===== config.mk =====
export PLATFORM = sky130hd
export DESIGN_NAME = des_round_engine_flat
export DESIGN_NICKNAME = d
export VERILOG_FILES = /design/src/rtl/des_round_engine_pkg.sv /design/src/rtl/des_round_engine_if.sv /design/src/rtl/des_round_engine_f_function.sv /design/src/rtl/des_round_engine.sv /design/src/flat_wrapper.sv
export SDC_FILE = /design/constraint.sdc
export NUM_CORES = 1
export LEC_CHECK = 0
export BUFFER_PORTS_ARGS = -buffer_cell sky130_fd_sc_hd__clkbuf_2
export CORE_MARGIN = 2
export CORE_UTILIZATION = 63
export CTS_BUF_LIST = sky130_fd_sc_hd__clkbuf_4 sky130_fd_sc_hd__clkbuf_8
export DETAILED_ROUTE_END_ITERATION = 8
export PLACE_DENSITY = 0.89
export SLEW_MARGIN = 30
export SYNTH_ARGS = -nofsm -noshare
export SYNTH_HDL_FRONTEND = slang
export SYNTH_HIERARCHICAL = 1
export SYNTH_SLANG_ARGS = --single-unit

===== constraint.sdc =====
create_clock -name clk -period 10.4 [get_ports clk]
set_input_delay 1.56 -clock clk [delete_from_list [all_inputs] [get_ports clk]]
set_output_delay 1.56 -clock clk [all_outputs]
set_load 0.01 [all_outputs]

===== src/rtl/des_round_engine_pkg.sv =====
// DES tables, key-rotation helpers and state encoding shared by the round engine.
// Bit numbering is MSB-first: DES bit 1 is the top bit of each vector.
package des_round_engine_pkg;

  typedef logic [1:0] state_t;
  localparam state_t IDLE  = 2'd0;
  localparam state_t ROUND = 2'd1;
  localparam state_t DONE  = 2'd2;

  // Bit i set: round i rotates the key halves by one position, otherwise by two.
  localparam logic [15:0] SHIFT_ONE = 16'h8103;

  localparam int PC1_TBL [56] = '{
    57, 49, 41, 33, 25, 17,  9,  1, 58, 50, 42, 34, 26, 18,
    10,  2, 59, 51, 43, 35, 27, 19, 11,  3, 60, 52, 44, 36,
    63, 55, 47, 39, 31, 23, 15,  7, 62, 54, 46, 38, 30, 22,
    14,  6, 61, 53, 45, 37, 29, 21, 13,  5, 28, 20, 12,  4};

  localparam int PC2_TBL [48] = '{
    14, 17, 11, 24,  1,  5,  3, 28, 15,  6, 21, 10,
    23, 19, 12,  4, 26,  8, 16,  7, 27, 20, 13,  2,
    41, 52, 31, 37, 47, 55, 30, 40, 51, 45, 33, 48,
    44, 49, 39, 56, 34, 53, 46, 42, 50, 36, 29, 32};

  localparam int E_TBL [48] = '{
    32,  1,  2,  3,  4,  5,  4,  5,  6,  7,  8,  9,
     8,  9, 10, 11, 12, 13, 12, 13, 14, 15, 16, 17,
    16, 17, 18, 19, 20, 21, 20, 21, 22, 23, 24, 25,
    24, 25, 26, 27, 28, 29, 28, 29, 30, 31, 32,  1};

  localparam int P_TBL [32] = '{
    16,  7, 20, 21, 29, 12, 28, 17,  1, 15, 23, 26,  5, 18, 31, 10,
     2,  8, 24, 14, 32, 27,  3,  9, 19, 13, 30,  6, 22, 11,  4, 25};

  // Entry {box, row}; column c sits in nibble c counted from the top.
  localparam logic [63:0] SBOX [32] = '{
    64'hE4D12FB83A6C5907, 64'h0F74E2D1A6CB9538, 64'h41E8D62BFC973A50, 64'hFC8249175B3EA06D,
    64'hF18E6B34972DC05A, 64'h3D47F28EC01A69B5, 64'h0E7BA4D158C6932F, 64'hD8A13F42B67C05E9,
    64'hA09E63F51DC7B428, 64'hD709346A285ECBF1, 64'hD6498F30B12C5AE7, 64'h1AD069874FE3B52C,
    64'h7DE3069A1285BC4F, 64'hD8B56F03472C1AE9, 64'hA690CB7DF13E5284, 64'h3F06A1D8945BC72E,
    64'h2C417AB6853FD0E9, 64'hEB2C47D150FA3986, 64'h421BAD78F9C5630E, 64'hB8C71E2D6F09A453,
    64'hC1AF92680D34E75B, 64'hAF427C9561DE0B38, 64'h9EF528C3704A1DB6, 64'h432C95FABE17608D,
    64'h4B2EF08D3C975A61, 64'hD0B7491AE35C2F86, 64'h14BDC37EAF680592, 64'h6BD814A7950FE23C,
    64'hD2846FB1A93E50C7, 64'h1FD8A374C56B0E92, 64'h7B419CE206ADF358, 64'h21E74A8DFC90356B};

  function automatic logic [55:0] pc1(input logic [63:0] k);
    logic [55:0] o;
    o = '0;
    for (int i = 0; i < 56; i++) o[6'(55 - i)] = k[6'(64 - PC1_TBL[i])];
    return o;
  endfunction

  function automatic logic [47:0] pc2(input logic [55:0] cd);
    logic [47:0] o;
    o = '0;
    for (int i = 0; i < 48; i++) o[6'(47 - i)] = cd[6'(56 - PC2_TBL[i])];
    return o;
  endfunction

  function automatic logic [47:0] e_expand(input logic [31:0] r);
    logic [47:0] o;
    o = '0;
    for (int i = 0; i < 48; i++) o[6'(47 - i)] = r[5'(32 - E_TBL[i])];
    return o;
  endfunction

  function automatic logic [31:0] p_perm(input logic [31:0] s);
    logic [31:0] o;
    o = '0;
    for (int i = 0; i < 32; i++) o[5'(31 - i)] = s[5'(32 - P_TBL[i])];
    return o;
  endfunction

  function automatic logic [27:0] rotl28(input logic [27:0] v, input logic one);
    return one ? {v[26:0], v[27]} : {v[25:0], v[27:26]};
  endfunction

  function automatic logic [27:0] rotr28(input logic [27:0] v, input logic one);
    return one ? {v[0], v[27:1]} : {v[1:0], v[27:2]};
  endfunction

endpackage


===== src/rtl/des_round_engine_if.sv =====
// Request/result bundle of the DES round engine: block, key and mode in; pre-output block,
// busy and done out. The master drives requests, the engine is the slave.
interface des_round_engine_if;
  logic        start;
  logic        encrypt;
  logic [63:0] key;
  logic [63:0] des_in;
  logic [63:0] des_curr;
  logic        busy;
  logic        done;

  modport master (output start, encrypt, key, des_in, input des_curr, busy, done);
  modport slave  (input start, encrypt, key, des_in, output des_curr, busy, done);
endinterface


===== src/rtl/des_round_engine_f_function.sv =====
// DES Feistel f-function: expand R, mix in the round key, S-box substitute, permute.
// Purely combinational.
module des_round_engine_f_function
  import des_round_engine_pkg::*;
(
  input  logic [31:0] r,
  input  logic [47:0] ki,
  output logic [31:0] f
);

  logic [47:0] x;
  logic [31:0] sb;
  logic [5:0]  six;
  logic [3:0]  nib;

  always_comb begin
    x   = e_expand(r) ^ ki;
    sb  = '0;
    six = '0;
    nib = '0;
    for (int s = 0; s < 8; s++) begin
      six = 6'(x >> (42 - 6 * s));
      // Outer bits pick the row, inner four bits pick the column nibble.
      nib = 4'(SBOX[{3'(s), six[5], six[0]}] >> (6'd60 - {six[4:1], 2'b00}));
      sb  = {sb[27:0], nib};
    end
    f = p_perm(sb);
  end

endmodule


===== src/rtl/des_round_engine.sv =====
// Iterative DES Feistel core: one round per clock, done 17 cycles after start at NUM_ROUNDS=16.
// Start is accepted only when idle or in the done cycle; requests while busy are dropped.
module des_round_engine
  import des_round_engine_pkg::*;
#(
  parameter int NUM_ROUNDS = 16
) (
  input  logic            clk,
  input  logic            n_rst,
  des_round_engine_if.slave bus
);

  state_t      state;
  logic        mode;
  logic [31:0] l_q, r_q, f;
  logic [27:0] c_q, d_q, c_rot, d_rot;
  logic [3:0]  round_cnt, sh_idx;
  logic [47:0] ki;
  logic [63:0] curr_q;
  logic        accept, last;

  // Decrypt walks the schedule backwards: round 0 reuses the loaded halves (C16 == C0).
  always_comb begin
    sh_idx = mode ? round_cnt : 4'(5'd16 - {1'b0, round_cnt});
    c_rot  = c_q;
    d_rot  = d_q;
    if (mode) begin
      c_rot = rotl28(c_q, SHIFT_ONE[sh_idx]);
      d_rot = rotl28(d_q, SHIFT_ONE[sh_idx]);
    end else if (round_cnt != 4'd0) begin
      c_rot = rotr28(c_q, SHIFT_ONE[sh_idx]);
      d_rot = rotr28(d_q, SHIFT_ONE[sh_idx]);
    end
    ki = pc2({c_rot, d_rot});
  end

  des_round_engine_f_function u_f (
    .r  (r_q),
    .ki (ki),
    .f  (f)
  );

  assign accept = bus.start && (state == IDLE || state == DONE);
  assign last   = (state == ROUND) && (round_cnt == 4'(NUM_ROUNDS - 1));

  always_ff @(posedge clk or negedge n_rst) begin
    if (!n_rst) begin
      state     <= IDLE;
      mode      <= 1'b0;
      l_q       <= '0;
      r_q       <= '0;
      c_q       <= '0;
      d_q       <= '0;
      round_cnt <= '0;
      curr_q    <= '0;
    end else if (accept) begin
      state          <= ROUND;
      mode           <= bus.encrypt;
      l_q            <= bus.des_in[63:32];
      r_q            <= bus.des_in[31:0];
      {c_q, d_q}     <= pc1(bus.key);
      round_cnt      <= '0;
    end else begin
      case (state)
        ROUND: begin
          l_q       <= r_q;
          r_q       <= l_q ^ f;
          c_q       <= c_rot;
          d_q       <= d_rot;
          round_cnt <= round_cnt + 4'd1;
          if (last) begin
            state  <= DONE;
            curr_q <= {l_q ^ f, r_q};
          end
        end
        default: state <= IDLE;
      endcase
    end
  end

  assign bus.busy     = (state == ROUND);
  assign bus.done     = (state == DONE);
  assign bus.des_curr = curr_q;

endmodule


===== src/flat_wrapper.sv =====
// flat-port wrapper written by rule: the top's interface ports become plain ports
module des_round_engine_flat import des_round_engine_pkg::*;
#(
  parameter int NUM_ROUNDS = 16
)
  (clk, n_rst, bus_start, bus_encrypt, bus_key, bus_des_in, bus_des_curr, bus_busy, bus_done);
  des_round_engine_if bus_i ();
  input  logic clk;
  input  logic n_rst;
  input wire logic [$bits(bus_i.start)-1:0] bus_start;
  input wire logic [$bits(bus_i.encrypt)-1:0] bus_encrypt;
  input wire logic [$bits(bus_i.key)-1:0] bus_key;
  input wire logic [$bits(bus_i.des_in)-1:0] bus_des_in;
  output wire logic [$bits(bus_i.des_curr)-1:0] bus_des_curr;
  output wire logic [$bits(bus_i.busy)-1:0] bus_busy;
  output wire logic [$bits(bus_i.done)-1:0] bus_done;
  assign bus_i.start = bus_start;
  assign bus_i.encrypt = bus_encrypt;
  assign bus_i.key = bus_key;
  assign bus_i.des_in = bus_des_in;
  assign bus_des_curr = bus_i.des_curr;
  assign bus_busy = bus_i.busy;
  assign bus_done = bus_i.done;
  des_round_engine #(.NUM_ROUNDS(NUM_ROUNDS)) u_core (.clk(clk), .n_rst(n_rst), .bus(bus_i));
endmodule

# [Yosys cells after proc, flatten, opt, wreduce, memory -nomap -nowiden]
# Memory sizes are Yosys's and may differ from the RTL's.
# Index checks and enable logic that the tools add are counted.
[classes] add_sub_neg=6 n_mul=0 n_div=0 n_lt_le_gt_ge=5 n_eq_ne=4 shift=4 muxes=25 bitwise=7 n_reduce_logical=9
[op_table] operator="64-bit 2-to-1 mux" count=8
[op_table] operator="28-bit 2-to-1 mux" count=6
[op_table] operator="32-bit 2-to-1 mux" count=4
[op_table] operator="64-bit by 6-bit >> shifter with 3-bit output" count=2
[op_table] operator="64-bit by 6-bit >> shifter with 2-bit output" count=1
[op_table] operator="64-bit by 6-bit >> shifter with 4-bit output" count=1
[op_table] operator="32-bit by 16-bit bitwise XOR with 32-bit output" count=1
[op_table] operator="6-bit >= comparator (second input constant)" count=4
[op_table] operator="5-bit inverter with 6-bit output" count=4
[op_table] operator="6-bit subtractor (first input constant)" count=4
[op_table] operator="24-bit bitwise XOR" count=1
[op_table] operator="4-bit 2-to-1 mux" count=3
[op_table] operator="2-bit 2-to-1 mux" count=3
[op_table] operator="4-bit by 5-bit less-than comparator with 1-bit output (second input constant)" count=1
[op_table] operator="4-bit by 1-bit adder with 4-bit output (second input constant)" count=1
[op_table] operator="4-bit equality test (second input constant)" count=1
[op_table] operator="4-bit nonzero test" count=1
[op_table] operator="1-bit by 4-bit subtractor with 4-bit output (first input constant)" count=1
[op_table] operator="3-bit by 1-bit != test with 1-bit output (second input constant)" count=1
[op_table] operator="3-bit AND reduction" count=1
[op_table] operator="3-bit nonzero test" count=1
[op_table] operator="2-bit by 1-bit equality test with 1-bit output (second input constant)" count=1
[op_table] operator="2-bit equality test (second input constant)" count=1
[op_table] operator="1-bit logical AND" count=2
[op_table] operator="6 further kinds" count=6
[word_totals] regBits=163 latch_bits=0 ramBits=0 romBits=8208 input_bits=132 out_inout_bits=66 elab_cells=73 n_memories=5
[mem_list] memory="(name not given)" depth=32 word_bits=64 rd=1 rd_ports_with_merged_regs=0 write_ports=0 line="des_round_engine_f_function.sv:24" rtl="nib = 4'(SBOX[{3'(s), six[5], six[0]}] >> (6'd60 - {six[4:1], 2'b00}));"
[mem_list] memory="(name not given)" depth=32 word_bits=64 rd=1 rd_ports_with_merged_regs=0 write_ports=0 line="des_round_engine_f_function.sv:24"
[mem_list] memory="(name not given)" depth=32 word_bits=64 rd=1 rd_ports_with_merged_regs=0 write_ports=0 line="des_round_engine_f_function.sv:24"
[mem_list] memory="(name not given)" depth=32 word_bits=64 rd=1 rd_ports_with_merged_regs=0 write_ports=0 line="des_round_engine_f_function.sv:24"
[mem_list] memory="(name not given)" depth=16 word_bits=1 rd=1 rd_ports_with_merged_regs=0 write_ports=0 line="des_round_engine.sv:28" rtl="c_rot = rotl28(c_q, SHIFT_ONE[sh_idx]);"

# [Longest topological paths before layout]
# Gate-level depths: netlist (run 1).
[logic_depth] ltp_word=16 depth_mapped=20 ltp_nobuf=17

# [By module]
# The synthesis (run 1) kept the hierarchy.
[modules_own_cells] module="des_round_engine" instances=1 cells_per_inst=967 area_each_um2=9606.7 seq_area_each_um2=4779.6
[modules_own_cells] module="des_round_engine_f_function" instances=1 cells_per_inst=176 area_each_um2=1402.6 seq_area_each_um2=0.0

# [Worst setup path before layout (run 1)]
# Ideal clock, no wire load.
[synth_timing] path_type="flip-flop to flip-flop" from="reg u_core.round_cnt[1]" to="reg u_core.r_q[10]" setup_ps=126 arrival_time_ps=4061 t_required_ps=10274 path_slack_ps=6213 stages_incl_launch_ff=18 path_buffers=1 period_less_slack_ps=4187 cell_sequence="dfrtp_1 -> clkbuf_1 -> inv_1 -> ha_1 -> and4bb_1 -> a41oi_2 -> a22oi_1 -> o221ai_1 -> nand2_1 -> xnor2_1 -> inv_1 -> ha_1 -> mux4_1 -> a32oi_1 -> nand3_1 -> xnor2_1 -> nor2_1 -> a221o_1"
[synth_via] elab_chain_cells=16 word_cells_on_any_way=19 classes_between="add/sub (2); shift (1); mux (10); bitwise (3); reduce/logical (1); memory (2)"
[synth_rtl] element="from (decl)" line="des_round_engine.sv:17" rtl="logic [3:0] round_cnt, sh_idx;"
[synth_rtl] element="from (signal assigned)" line="des_round_engine.sv:70" rtl="round_cnt <= round_cnt + 4'd1;"
[synth_rtl] element="1-bit by 4-bit subtractor with 4-bit output" line="des_round_engine.sv:24" rtl="sh_idx = mode ? round_cnt : 4'(5'd16 - {1'b0, round_cnt});"
[synth_rtl] element="4-bit 2-to-1 mux" line="des_round_engine.sv:24"
[synth_rtl] element="memory read 16 x 1 bit"
[synth_rtl] element="1-bit 2-to-1 mux (implied by the code)" line="des_round_engine.sv:29" rtl="d_rot = rotl28(d_q, SHIFT_ONE[sh_idx]);"
[synth_rtl] element="28-bit 2-to-1 mux" line="des_round_engine_pkg.sv:79" rtl="return one ? {v[0], v[27:1]} : {v[1:0], v[27:2]};"
[synth_rtl] element="28-bit 2-to-1 mux" line="des_round_engine.sv:30" rtl="end else if (round_cnt != 4'd0) begin"
[synth_rtl] element="28-bit 2-to-1 mux *" line="des_round_engine.sv:27" rtl="if (mode) begin"
[synth_rtl] element="via u_core.d_rot[12]" line="des_round_engine.sv:16" rtl="logic [27:0] c_q, d_q, c_rot, d_rot;"
[synth_rtl] element="24-bit bitwise XOR *" line="des_round_engine_f_function.sv:17" rtl="x = e_expand(r) ^ ki;"
[synth_rtl] element="5-bit inverter with 6-bit output (implied by the code) *" line="des_round_engine_f_function.sv:24"
[synth_rtl] element="memory read 32 x 64 bit *"
[synth_rtl] element="64-bit 2-to-1 mux (implied by the code) * (2 in series)" line="des_round_engine_f_function.sv:24"
[synth_rtl] element="64-bit by 6-bit >> shifter with 4-bit output *" line="des_round_engine_f_function.sv:24"
[synth_rtl] element="via u_core.f[10]" line="des_round_engine.sv:15" rtl="logic [31:0] l_q, r_q, f;"
[synth_rtl] element="32-bit by 16-bit bitwise XOR with 32-bit output *" line="des_round_engine.sv:67" rtl="r_q <= l_q ^ f;"
[synth_rtl] element="32-bit 2-to-1 mux *" line="des_round_engine.sv:64" rtl="case (state)"
[synth_rtl] element="32-bit 2-to-1 mux *" line="des_round_engine.sv:56" rtl="end else if (accept) begin"
[synth_rtl] element="to (signal assigned)" line="des_round_engine.sv:60" rtl="r_q <= bus.des_in[31:0];"
[synth_rtl] element="to (signal assigned)" line="des_round_engine.sv:67"
[synth_rtl] element="to (decl)" line="des_round_engine.sv:15"
# Mark *: on every way through the listed nets, which the timed path passes. The rest lies on a longest branch. The select of a mux whose other input is x is not followed.
# A chain may end at the register's enable or synchronous reset.

# [Worst setup path in the final report (run 1)]
[layout_timing] from="reg u_core.round_cnt[0]" to="reg u_core.r_q[10]"
# The elaborated chain is that of the path after synthesis.

==> results of run 1 <==
[through the flow]
step | area, um2 | hold WS (ns)
floorplan | 9443 | 0.4668
global placement | 9986 | 0.4779
detailed placement | 9986 | 0.4836
CTS | 10430 | 0.5054
global route | 10430 | 0.5259
finish | 10430 | 0.5026
[metal layers]
layer / vias to the layer above / GRT usage (%)
met1: 3900 / 42.07
li1: 3591 / -
met5: - / 0
met2: 447 / 49.25
met3: 79 / 8.709
met4: 0 / 12.28
[area by class of cell]
class,count,area share [%]
multi-input combinational,702,46.05
sequential,163,39.11
timing repair buffer,153,7.594
clock buffer,18,2.315
tap,184,2.207
clock inverter,12,1.943
inverter,21,0.7798
[state kept, by name (all words and copies together) (netlist names)]
| name | count |
|---|---|
| u_core/mode | 1 |
| u_core/d_q | 28 |
| u_core/l_q | 32 |
| u_core/state | 2 |
| u_core/bus.des_curr | 64 |
| u_core/r_q | 32 |
| u_core/round_cnt | 4 |
[critical path: cells and delay by family (launching register included)]
family,cells,cell delay (ns)
AO/OA/AOI/OAI,4,1.32
buffers and inverters,2,0.37
flip-flops,1,0.54
adder cells (fa/ha/maj),2,0.69
multiplexers,3,1.11
AND/OR/NAND/NOR,3,0.45
XOR/XNOR,2,0.54
[worst min path at each step]
stage	start	end	depth (start not counted)
detailed placement	u_core/l_q[26]	u_core/l_q[26]	2
finish	u_core/l_q[27]	u_core/l_q[27]	2
CTS	u_core/l_q[26]	u_core/l_q[26]	2
floorplan	u_core/l_q[0]	u_core/l_q[0]	2
global placement	u_core/l_q[5]	u_core/l_q[5]	2
global route	u_core/bus.des_curr[4]	u_core/bus.des_curr[4]	1
==> impl_metrics.env, run 1 <==
export IMPL_outcome="complete, no violations"
export IMPL_ios=198
export IMPL_synthesis_area_um2=9353
export IMPL_finalCritPeriodShare_pct=49.17
export IMPL_die_area_um2=15840
export IMPL_relSlewSlack_pct=35.87
export IMPL_regArea_um2=4079
export IMPL_post_route_min_period_ns=5.114
export IMPL_tightest_slew_ns=0.9433
export IMPL_clock_skew_ns=0.01568
export IMPL_avgSynthCellArea_um2=9.773
export IMPL_critical_path_endpoint="u_core/r_q[10]"
export IMPL_critPathMaxFanout=11
export IMPL_yosysWarnings=6
export IMPL_r2r_start="u_core/round_cnt[0]"
export IMPL_rows=44
export IMPL_grt_max_degree=97
export IMPL_antenna_cells=0
export IMPL_pre_cts_ws_ns=5.431
export IMPL_syn_to_final_growth_pct=11.52
export IMPL_routed_top_layer="met4"
export IMPL_drcViolationCount=0
export IMPL_die_x_um=125.8
export IMPL_cp_slowest_cell="a22oi_1"
export IMPL_rsz0062_at_grt="no"
export IMPL_max_freq_mhz=195.5
export IMPL_r2r_cells=16
export IMPL_cts_root_buf="clkbuf_8"
export IMPL_fin_cells=1253
export IMPL_grt_overflow=0
export IMPL_cts_max_path_buffers=2
export IMPL_fin_util_pct=71.76
export IMPL_final_common_cell="dfrtp_1"
export IMPL_cts_hold_buf=0
export IMPL_clock_sinks=163
export IMPL_multi_input_area_um2=4803
export IMPL_nets=1208
export IMPL_cts_htree_levels=4
export IMPL_wl_met1_mm=9.847
export IMPL_wire_per_inst_um=19.68
export IMPL_wl_met3_mm=2.474
export IMPL_coreArea_um2=14530
export IMPL_slew_violations=0
export IMPL_cp_start_kind="register"
export IMPL_setup_ws_ns=5.286
export IMPL_synthCells=957
export IMPL_dp_cells=1223
export IMPL_cp_cell_sequence="inv_1, ha_1, mux2_4, mux2_4, a22oi_1, o221ai_1, nand2_1, xnor2_1, inv_1, ha_1, mux4_1, a32oi_1, nand3_1, xnor2_1, nor2_1, a221o_1"
export IMPL_routabilityCongestion=0.9289
export IMPL_first_global_vias=7821
export IMPL_maxCapViolCount=0
export IMPL_fillCellCount=1072
export IMPL_portBuffers=145
export IMPL_cts_tree="done"
export IMPL_num_vias=8017
export IMPL_path_clk_slew_ns=0.09
export IMPL_firstDrtPassIters=6
export IMPL_track_usage_pct=31.44
export IMPL_antenna_found_initial=0
export IMPL_cts_made_buffers=17
export IMPL_clock_latency_ns=0.46
export IMPL_setup_viol=0
export IMPL_post_cts_setup_buffers=0
export IMPL_die_y_um=125.8
export IMPL_final_cell_mix="163 x dfrtp_1, 144 x clkbuf_2, 125 x nand2_1"
export IMPL_dr_first_iter_drc_count=967
export IMPL_start_util_pct=64.35
export IMPL_cp_required_ns=10.74
export IMPL_cp_end_kind="register"
export IMPL_cp_startpoint="u_core/round_cnt[0]"
export IMPL_r2r_end="u_core/r_q[10]"
export IMPL_max_stage_delay_ns=0.56
export IMPL_totalWireLength_mm=24.66
export IMPL_hold_viol_final=0
export IMPL_grt_pass1_wl_mm=39.87
export IMPL_arrival_ns=5.45
export IMPL_met2RoutedLength_mm=11.48
export IMPL_ctsResizeCount=0
export IMPL_worstHoldPathType="reg2reg"
export IMPL_drive_gt1_share_pct=23.76
export IMPL_via_per_inst=6.398
export IMPL_tns_ns=0
export IMPL_criticalPathCategory="reg2reg"
export IMPL_hpwl_mm=16.25
export IMPL_r2r_slack_ns=5.29
export IMPL_final_antenna_net_count=0
Power of run 1 is not shown: default switching activity piles up to over one toggle a cycle in this logic, so the estimate is an artifact.
==> inputs of run 2 (changes only) <==
--- a/config.mk
+++ b/config.mk
@@ -5,12 +5,13 @@
 export SDC_FILE = /design/constraint.sdc
 export NUM_CORES = 1
 export LEC_CHECK = 0
+export ABC_AREA = 1
 export BUFFER_PORTS_ARGS = -buffer_cell sky130_fd_sc_hd__clkbuf_2
 export CORE_MARGIN = 2
-export CORE_UTILIZATION = 63
+export CORE_UTILIZATION = 59
 export CTS_BUF_LIST = sky130_fd_sc_hd__clkbuf_4 sky130_fd_sc_hd__clkbuf_8
 export DETAILED_ROUTE_END_ITERATION = 8
-export PLACE_DENSITY = 0.89
+export PLACE_DENSITY = 0.83
 export SLEW_MARGIN = 30
 export SYNTH_ARGS = -nofsm -noshare
 export SYNTH_HDL_FRONTEND = slang
==> constraint.sdc (replaced) <==
create_clock -name clk -period 4.9 [get_ports clk]
set_input_delay 0.735 -clock clk [delete_from_list [all_inputs] [get_ports clk]]
set_output_delay 0.735 -clock clk [all_outputs]
set_load 0.01 [all_outputs]
==> run 2 against run 1 <==
  * Hold slack got worse by 0.17 ns
  * Critical path depth increased by 6
  * Clock-buffer cell count is the same
  * Critical path type unchanged
==> impl_metrics.env, run 2 <==
export IMPL_cp_end_kind="register"
export IMPL_cts_root_buf="clkbuf_8"
export IMPL_cts_max_path_buffers=2
export IMPL_cp_start_kind="register"
export IMPL_wire_per_inst_um=15.42
export IMPL_die_area_um2=17480
export IMPL_track_usage_pct=28.80
export IMPL_max_freq_mhz=259.5
export IMPL_grt_overflow=0
export IMPL_grt_pass1_wl_mm=40.61
export IMPL_cts_tree="done"
export IMPL_start_util_pct=60.63
export IMPL_num_vias=8667
export IMPL_multi_input_area_um2=4691
export IMPL_slew_violations=0
export IMPL_drive_gt1_share_pct=18.51
export IMPL_avgSynthCellArea_um2=7.748
export IMPL_hpwl_mm=16.79
export IMPL_via_per_inst=5.420
export IMPL_portBuffers=145
export IMPL_cts_hold_buf=0
export IMPL_fillCellCount=1355
export IMPL_largest_reg_flops=64
export IMPL_tns_ns=0
export IMPL_die_y_um=132.2
export IMPL_critPathMaxFanout=25
export IMPL_post_route_min_period_ns=3.853
export IMPL_cp_required_ns=5.25
export IMPL_outcome="complete, no violations"
export IMPL_regArea_um2=4079
export IMPL_first_global_vias=8407
export IMPL_final_cell_mix="385 x nand2_1, 163 x dfrtp_1, 144 x clkbuf_2"
export IMPL_arrival_ns=4.21
export IMPL_antenna_cells=0
export IMPL_final_common_cell="nand2_1"
export IMPL_yosysWarnings=6
export IMPL_firstDrtPassIters=6
export IMPL_setup_viol=0
export IMPL_r2r_cells=22
export IMPL_dp_cells=1567
export IMPL_ios=198
export IMPL_routabilityCongestion=0.9261
export IMPL_cts_made_buffers=17
export IMPL_tightest_slew_ns=0.8368
export IMPL_finalCritPeriodShare_pct=78.64
export IMPL_relSlewSlack_pct=44.21
export IMPL_fin_cells=1599
export IMPL_criticalPathCategory="reg2reg"
export IMPL_path_clk_slew_ns=0.10
export IMPL_rsz0062_at_grt="no"
export IMPL_cts_htree_levels=4
export IMPL_clock_latency_ns=0.47
export IMPL_synthCells=1252
export IMPL_worstHoldPathType="in2async"
export IMPL_clock_skew_ns=0.01433
export IMPL_coreArea_um2=16000
export IMPL_clock_sinks=163
export IMPL_syn_to_final_growth_pct=11.38
export IMPL_drcViolationCount=0
export IMPL_dr_first_iter_drc_count=735
export IMPL_synthesis_area_um2=9701
export IMPL_rows=46
export IMPL_ctsResizeCount=0
export IMPL_antenna_found_initial=0
export IMPL_die_x_um=132.2
export IMPL_post_cts_setup_buffers=0
export IMPL_maxCapViolCount=0
export IMPL_totalWireLength_mm=24.66
export IMPL_nets=1520
export IMPL_grt_max_degree=101
export IMPL_final_antenna_net_count=0
export IMPL_hold_viol_final=0
[run 2: critical path, stage by stage (launching register included)]
cell,delay (ns)
dfrtp_1,0.46
inv_1,0.07
ha_1,0.21
inv_1,0.12
nand3_1,0.11
nand2_1,0.08
nand2_1,0.08
nand2_4,0.08
buf_4,0.28
nand3_1,0.16
nand2_1,0.10
nand2_1,0.06
and2_1,0.24
xor2_1,0.29
ha_1,0.29
nand2_1,0.10
nand3_1,0.07
o21ai_0,0.16
inv_1,0.06
nand2_1,0.05
nand2_1,0.15
xor2_1,0.22
mux2_2,0.28
[run 2: layout make-up]
type | instances | share of cell area [%]
clock inverters | 14 | 1.089
well taps | 216 | 2.501
repair buffers | 164 | 8.234
clock buffers | 18 | 2.293
multi-input cells | 889 | 43.42
flip-flops and latches | 163 | 37.75
inverters | 135 | 4.713
[run 2: per-layer routing]
metal | vias to the layer above | track usage [%] | part of all wire [%]
li1 | 4195 | - | -
met5 | - | 0 | 0
met3 | 55 | 8.035 | 8.1
met1 | 4079 | 36.98 | 42
met4 | 0 | 11.29 | 3.0
met2 | 338 | 46.50 | 47
[run 2: worst paths after layout]
path / from / to / slack (ns)
worst max register to register: u_core/round_cnt[0] / u_core/bus.des_curr[35] / 1.05
worst min register to register: u_core/bus.des_curr[62] / u_core/bus.des_curr[62] / 0.50
max in group asynchronous: n_rst / u_core/bus.des_curr[26] / 3.60
min in group clk: bus_key[9] / u_core/d_q[26] / 0.49
worst max-delay path: u_core/round_cnt[0] / u_core/bus.des_curr[35] / 1.05
worst min-delay path: n_rst / u_core/state[0] / 0.34
[run 2: per-stage QoR]
step                area [um2]  worst slack [ns]  hold WS [ns]  utilization (%)
floorplan                 9791             1.618        0.4394                -
detailed placement       10440             1.146        0.4714            65.23
global placement         10440             1.256        0.4670            65.23
CTS                      10800             1.088        0.3961            67.51
global route             10800            0.7205        0.3947            67.52
finish                   10800             1.047        0.3375            67.52
Power of run 2 is left out for the same reason.
